## config.mk

```make
export PLATFORM = sky130hd
export DESIGN_NAME = spi_slave_param
export DESIGN_NICKNAME = d
export VERILOG_FILES = /design/src/rtl/spi_slave_param.sv
export SDC_FILE = /design/constraint.sdc
export NUM_CORES = 1
export LEC_CHECK = 0
export ABC_AREA = 1
export BUFFER_PORTS_ARGS = -buffer_cell sky130_fd_sc_hd__buf_2
export CORE_ASPECT_RATIO = 1.2
export CORE_MARGIN = 2
export CORE_UTILIZATION = 50
export CTS_CLUSTER_SIZE = 28
export DETAILED_ROUTE_END_ITERATION = 8
export GPL_TIMING_DRIVEN = 0
export PLACE_DENSITY = 0.84
export SLEW_MARGIN = 10
export SYNTH_ARGS = -nofsm -noshare
export SYNTH_HDL_FRONTEND = slang
export SYNTH_SLANG_ARGS = --single-unit
```

## constraint.sdc

```tcl
create_clock -name clk -period 1.5 [get_ports clk]
set_input_delay 0.3 -clock clk [delete_from_list [all_inputs] [get_ports clk]]
set_output_delay 0.3 -clock clk [all_outputs]
set_load 0.01 [all_outputs]
```

## src/rtl/spi_slave_param.sv

```systemverilog
`default_nettype none
// ============================================================================
// Module   : spi_slave_param
// Purpose  : Parametrised SPI slave.
//            - Word width DATA_W (2..32) and bit order MSB_FIRST are set by parameters.
//            - Supports all four CPOL/CPHA modes.
//            - Supports multi-word bursts within one SSN-low frame.
//            - Has a valid/ready transmit holding register.
//            - Reports underrun and abort with one-cycle pulses.
//            All SPI pins are oversampled in the clk domain.
// Options  : Define SPI_SLAVE_MISO_OE_EN to add the miso_oe output.
// Revision : 1.0 - initial release
// ============================================================================
module spi_slave_param #(
  parameter int DATA_W    = 8,
  parameter int MSB_FIRST = 1
) (
  input  logic              clk,
  input  logic              rst_n,
  input  logic              cpol,
  input  logic              cpha,
  input  logic [DATA_W-1:0] tx_data,
  input  logic              tx_valid,
  output logic              tx_ready,
  output logic [DATA_W-1:0] rx_data,
  output logic              rx_valid,
  output logic              tx_underrun,
  output logic              frame_abort,
  output logic              busy,
  input  logic              sck,
  input  logic              ssn,
  input  logic              mosi,
`ifdef SPI_SLAVE_MISO_OE_EN
  output logic              miso_oe,
`endif
  output logic              miso
);

  localparam int c_cnt_w = (DATA_W > 2) ? $clog2(DATA_W) : 1;
  localparam logic [c_cnt_w-1:0] c_last_bit = c_cnt_w'(DATA_W - 1);

  typedef enum logic [0:0] {
    S_IDLE   = 1'b0,
    S_ACTIVE = 1'b1
  } state_t;

  state_t              r_state;
  logic                r_sck_meta, r_ssck, r_ssck_d;
  logic                r_ssn_meta, r_sssn, r_sssn_d;
  logic                r_mosi_meta, r_smosi;
  logic                r_cpol, r_cpha;
  logic [c_cnt_w-1:0]  r_bit_cnt;
  logic [DATA_W-1:0]   r_rx_sr;
  logic [DATA_W-1:0]   r_tx_sr;
  logic [DATA_W-1:0]   r_rx_data;
  logic [DATA_W-1:0]   r_hold;
  logic                r_hold_full;
  logic                r_rx_valid, r_underrun, r_abort, r_busy, r_miso;

  logic                w_sck_edge, w_lead, w_trail, w_sample, w_shift;
  logic                w_ssn_fall, w_ssn_rise;
  logic                w_wr, w_load_start, w_word_done, w_load;
  logic                w_load_underrun;
  logic [DATA_W-1:0]   w_load_word;
  logic [DATA_W-1:0]   w_rx_next;
  logic                w_tx_head, w_ld_head;
  logic [DATA_W-1:0]   w_tx_shift, w_ld_shift;

  // Edge classification uses the mode latched at frame start.
  assign w_sck_edge = r_ssck ^ r_ssck_d;
  assign w_lead     = w_sck_edge & (r_ssck_d == r_cpol);
  assign w_trail    = w_sck_edge & (r_ssck == r_cpol);
  assign w_sample   = r_cpha ? w_trail : w_lead;
  assign w_shift    = r_cpha ? w_lead  : w_trail;
  assign w_ssn_fall = r_sssn_d & ~r_sssn;
  assign w_ssn_rise = ~r_sssn_d & r_sssn;

  // Holding-register write and the word that a load would take.
  assign w_wr            = tx_valid & ~r_hold_full;
  assign w_load_word     = r_hold_full ? r_hold : (w_wr ? tx_data : '0);
  assign w_load_underrun = ~r_hold_full & ~w_wr;

  // A load happens at frame start and at every completed word that continues the frame.
  assign w_load_start = (r_state == S_IDLE) & w_ssn_fall;
  assign w_word_done  = (r_state == S_ACTIVE) & w_sample & (r_bit_cnt == c_last_bit);
  assign w_load       = w_load_start | (w_word_done & ~w_ssn_rise);

  // The bit-order dependent shift paths are selected once at elaboration.
  generate
    if (MSB_FIRST != 0) begin : g_msb_first
      assign w_rx_next  = {r_rx_sr[DATA_W-2:0], r_smosi};
      assign w_tx_head  = r_tx_sr[DATA_W-1];
      assign w_tx_shift = {r_tx_sr[DATA_W-2:0], 1'b0};
      assign w_ld_head  = w_load_word[DATA_W-1];
      assign w_ld_shift = {w_load_word[DATA_W-2:0], 1'b0};
    end else begin : g_lsb_first
      assign w_rx_next  = {r_smosi, r_rx_sr[DATA_W-1:1]};
      assign w_tx_head  = r_tx_sr[0];
      assign w_tx_shift = {1'b0, r_tx_sr[DATA_W-1:1]};
      assign w_ld_head  = w_load_word[0];
      assign w_ld_shift = {1'b0, w_load_word[DATA_W-1:1]};
    end
  endgenerate

  // Pin synchronisers and the previous-SCK register.
  // The SSN stages reset low: if SSN is still low when reset is released,
  // no falling edge is seen, so the block waits for a fresh select.
  always_ff @(posedge clk or negedge rst_n) begin
    if (!rst_n) begin
      r_sck_meta  <= 1'b0;
      r_ssck      <= 1'b0;
      r_ssck_d    <= 1'b0;
      r_ssn_meta  <= 1'b0;
      r_sssn      <= 1'b0;
      r_sssn_d    <= 1'b0;
      r_mosi_meta <= 1'b0;
      r_smosi     <= 1'b0;
    end else begin
      r_sck_meta  <= sck;
      r_ssck      <= r_sck_meta;
      r_ssck_d    <= r_ssck;
      r_ssn_meta  <= ssn;
      r_sssn      <= r_ssn_meta;
      r_sssn_d    <= r_sssn;
      r_mosi_meta <= mosi;
      r_smosi     <= r_mosi_meta;
    end
  end

  // Transmit holding register.
  // A load empties it. A write in the same cycle as a load bypasses into the shifter.
  always_ff @(posedge clk or negedge rst_n) begin
    if (!rst_n) begin
      r_hold      <= '0;
      r_hold_full <= 1'b0;
    end else if (w_load) begin
      r_hold_full <= 1'b0;
    end else if (w_wr) begin
      r_hold      <= tx_data;
      r_hold_full <= 1'b1;
    end
  end

  // Frame state machine, which also drives the shift registers and registered outputs.
  always_ff @(posedge clk or negedge rst_n) begin
    if (!rst_n) begin
      r_state    <= S_IDLE;
      r_cpol     <= 1'b0;
      r_cpha     <= 1'b0;
      r_bit_cnt  <= '0;
      r_rx_sr    <= '0;
      r_tx_sr    <= '0;
      r_rx_data  <= '0;
      r_rx_valid <= 1'b0;
      r_underrun <= 1'b0;
      r_abort    <= 1'b0;
      r_busy     <= 1'b0;
      r_miso     <= 1'b0;
    end else begin
      r_rx_valid <= 1'b0;
      r_underrun <= 1'b0;
      r_abort    <= 1'b0;
      case (r_state)
        S_IDLE: begin
          if (w_ssn_fall) begin
            r_state    <= S_ACTIVE;
            r_busy     <= 1'b1;
            r_cpol     <= cpol;
            r_cpha     <= cpha;
            r_bit_cnt  <= '0;
            r_underrun <= w_load_underrun;
            if (cpha) begin
              r_tx_sr <= w_load_word;
              r_miso  <= 1'b0;
            end else begin
              r_tx_sr <= w_ld_shift;
              r_miso  <= w_ld_head;
            end
          end
        end
        S_ACTIVE: begin
          if (w_sample) begin
            r_rx_sr <= w_rx_next;
            if (r_bit_cnt == c_last_bit) begin
              r_rx_data  <= w_rx_next;
              r_rx_valid <= 1'b1;
              r_bit_cnt  <= '0;
              if (!w_ssn_rise) begin
                r_underrun <= w_load_underrun;
                if (r_cpha) begin
                  r_tx_sr <= w_load_word;
                end else begin
                  r_tx_sr <= w_ld_shift;
                  r_miso  <= w_ld_head;
                end
              end
            end else begin
              r_bit_cnt <= r_bit_cnt + 1'b1;
            end
          end else if (w_shift && (r_cpha || (r_bit_cnt != '0))) begin
            // With CPHA=0 the first bit is already on the line from the load,
            // so a shift edge that comes before the word's first sample is ignored.
            r_miso  <= w_tx_head;
            r_tx_sr <= w_tx_shift;
          end
          if (w_ssn_rise) begin
            r_state   <= S_IDLE;
            r_busy    <= 1'b0;
            r_miso    <= 1'b0;
            r_tx_sr   <= '0;
            r_bit_cnt <= '0;
            r_abort   <= (r_bit_cnt != '0) && !w_word_done;
          end
        end
        default: r_state <= S_IDLE;
      endcase
    end
  end

  assign tx_ready    = ~r_hold_full;
  assign rx_data     = r_rx_data;
  assign rx_valid    = r_rx_valid;
  assign tx_underrun = r_underrun;
  assign frame_abort = r_abort;
  assign busy        = r_busy;
  assign miso        = r_miso;
`ifdef SPI_SLAVE_MISO_OE_EN
  assign miso_oe     = r_busy;
`endif

endmodule
`default_nettype wire

```

==> run metrics <==
status finished with violations; failing checks setup timing; worst hold start ssn; Overall Power about 0.004 W; top-area cell type share of the netlist area 0.4800; # IOs 30; post-synthesis cell type count 30; WL final about 6000 um; Die W slightly above 70 um; CP Launch Point r_cpol$_DFFE_PN0P_; Hold Path Class in2reg; initial core utilization 0.5089; chip height 83.88 um; Critical Path RT between 1.5 and 2 ns; final worst slack -0.05347 ns; first-pass GRT wire length a little over 9000 um; delay-heaviest family, CP simple AND/OR/NAND/NOR gates; Final Max Tran Viols 0; Yosys top cell by area dfrtp_1; Hold Vio Cnt, Final 0; Crit Path Class reg2reg; most frequent cells in the layout nand2_1, dfrtp_1, buf_2; ratio of final minimum period to clock period 1.036; IO Port Bufs 29; min Tclk post-route 1.553 ns; CTS tree yes; gpl congestion around 0.84; Startpoint Class flop; core area 5225 um^2; Slowest cell on crit path dfrtp_1; post-synthesis average cell area 8.335 um^2; wire length per cell 13.99 um; Clock Sinks 51; DRT iter0 DRCs approximately 120; Synth Cell Area 2659 um^2; dpl hpwl roughly 3700 um; Seq/Total Area, Yosys 0.4800; fin nets 390; Clk pin slew, worst setup/hold paths ~0.10 ns; routed vias around 2300; post-route cell area 3331 um^2; count of warnings emitted by yosys 0; Worst VDD drop between 1 and 1.5 mV; Cells after Synth around 320; die area slightly below 6000 um^2; area delta synth->final 25.27%; cts bufs inserted 5; crit-path cells inv_2 > nand3_2 > nand3_2 > nand2_4 > nor2_4 > nand2_4 > buf_6 > nand2_1 > nand2_1; worst r2r src r_cpol$_DFFE_PN0P_; Max-slew headroom 0.7939; P per Cell Area about 1200 nW/um^2; placed inst area 2882 um^2; Cell Rows 29; Slew @ Worst Pin 0.3092 ns; most common cell after layout, fill and taps aside nand2_1; WP data arrival 1.76 ns; top post-synthesis cells by area dfrtp_1, nand2_1, inv_1; clock buffer depth 2; CP Max Fanout 10; Skew-Pair Late Insertion Delay approximately 0.30 ns; CP Buf/Inv Count 2; RSZ-0062 raised after global routing true; root buf cell clkbuf_8; Total GRT Usage 0.1865; layout cell share with drive strength beyond 1 0.3522; initial antenna violation count 0; vias per inst around 5.2; pin count of the biggest net entering global routing between 50 and 60; GRT overflow 0; H-Tree Depth 2; net count after synthesis 338; crit end category flop; Yosys reg bits 51; Fin Clk Skew between 0.01 and 0.015 ns; DR pass1 iterations 4; vias in the first global route 2145; Final Setup Violations 11; Peak Freq 0.6437 GHz; ANT nets after route 0; Critical Path Max Stage Delay around 0.44 ns; ant diodes 0; Max-Cap Viols 0; LEAKAGE 1.707 nW; DRC Markers 0
## cells by family (layout without fill, tap and decap cells)
logic type | Yosys count | count (layout) | synth area share
buffers and inverters | 47 | 100 | 0.08470
AO/OA/AOI/OAI | 42 | 42 | 0.09741
AND/OR/NAND/NOR | 176 | 176 | 0.3238
flip-flops | 51 | 51 | 0.4800
adder cells (fa/ha/maj) | 3 | 3 | 0.01412
## sequential cells by signal (all words and copies together) (netlist names), 3 cells and up
name and cells:
r_rx_sr 7, r_hold 8, rx_data 8, r_bit_cnt 3
r_tx_sr 8
## cells in the mapped netlist
master    number
nand2_1      116
dfrtp_1       51
inv_1         33
nand3_1       19
o21ai_0       16
nor2_1        12
o21ai_1       11
o21ai_2        8
nand3b_1       7
inv_2          6
nand2_2        5
nand3_2        5
a21oi_1        3
buf_4          3
ha_1           3
nor2_4         3
nand2_4        2
nand3_4        2
nor2_2         2
o21a_1         2
a21oi_4        1
a22oi_1        1
buf_12         1
buf_2          1
buf_6          1
buf_8          1
clkinv_2       1
nand4_1        1
nand4_4        1
nor2_8         1
## power by group
group | total, W | internal (W) | switching, W
Clock | 0.000796 | 0.000336 | 0.000460
Combinational | 0.00136 | 0.000546 | 0.000818
Sequential | 0.00182 | 0.00164 | 0.000179
Total | 0.00398 | 0.00253 | 0.00146
## final cells by class
cell class	count	area [um^2]
inverters	40	151.4
repair buffers	45	310.3
clock inverters	2	17.52
fillers	394	1894
well taps	62	77.57
clock buffers	6	72.57
multi-input cells	221	1343
flip-flops and latches	51	1279
plain buffers	7	80.08
## repair_timing
| item | CTS | global route |
|---|---|---|
| buffers inserted | 0 | 13 |
| hold endpoints to repair | 0 | 12 |
| cloned | 0 | 1 |
| gates resized for setup | 5 | 50 |
| pin swaps | 2 | 20 |
| hold buffers | 0 | 1 |
| endpoints found under the setup margin | 12 | 35 |
## final timing paths
kind | to | slack [ns] | cells past startpoint
min reg2reg | r_sssn$_DFF_PN0_ | 0.36 | 0
max | rx_data[2]$_DFFE_PN0P_ | -0.05 | 9
max in group asynchronous | r_bit_cnt[0]$_DFFE_PN0P_ | 0.59 | 3
min in group asynchronous | rx_data[5]$_DFFE_PN0P_ | 0.41 | 2
min | r_ssn_meta$_DFF_PN0_ | 0.1 | 1
max reg2reg | rx_data[2]$_DFFE_PN0P_ | -0.05 | 9
## stage by stage
step / hold WS (ns) / std cells / setup WS [ns] / setup TNS [ns] / util
after floorplan: 0.004409 / 319 / 0.08921 / 0 / -
after global placement: 0.3314 / 410 / -0.05306 / -0.1493 / 0.5515
final: 0.09644 / 434 / -0.05347 / -0.2724 / 0.6375
after CTS: 0.09603 / 418 / 0.006280 / 0 / 0.5702
after detailed placement: 0.3457 / 410 / -0.09105 / -0.4918 / 0.5515
after global routing: 0.08883 / 434 / -0.1446 / -3.073 / 0.6375
## per-layer routing
| layer | wire length [um] | track usage | part of all wire |
|---|---|---|---|
| met5 | 0 | 0 | 0 |
| met4 | 116 | 0.06518 | 0.019 |
| met1 | 2472 | 0.2284 | 0.41 |
| met3 | 267 | 0.03382 | 0.044 |
| met2 | 3213 | 0.3276 | 0.53 |
## worst register-to-register path: stages, from the launching register on
cell	delay [ns]
dfrtp_1	0.44
inv_2	0.11
nand3_2	0.11
nand3_2	0.13
nand2_4	0.09
nor2_4	0.18
nand2_4	0.10
buf_6	0.16
nand2_1	0.08
nand2_1	0.06
No activity file was read; power rests on OpenSTA's default activity.
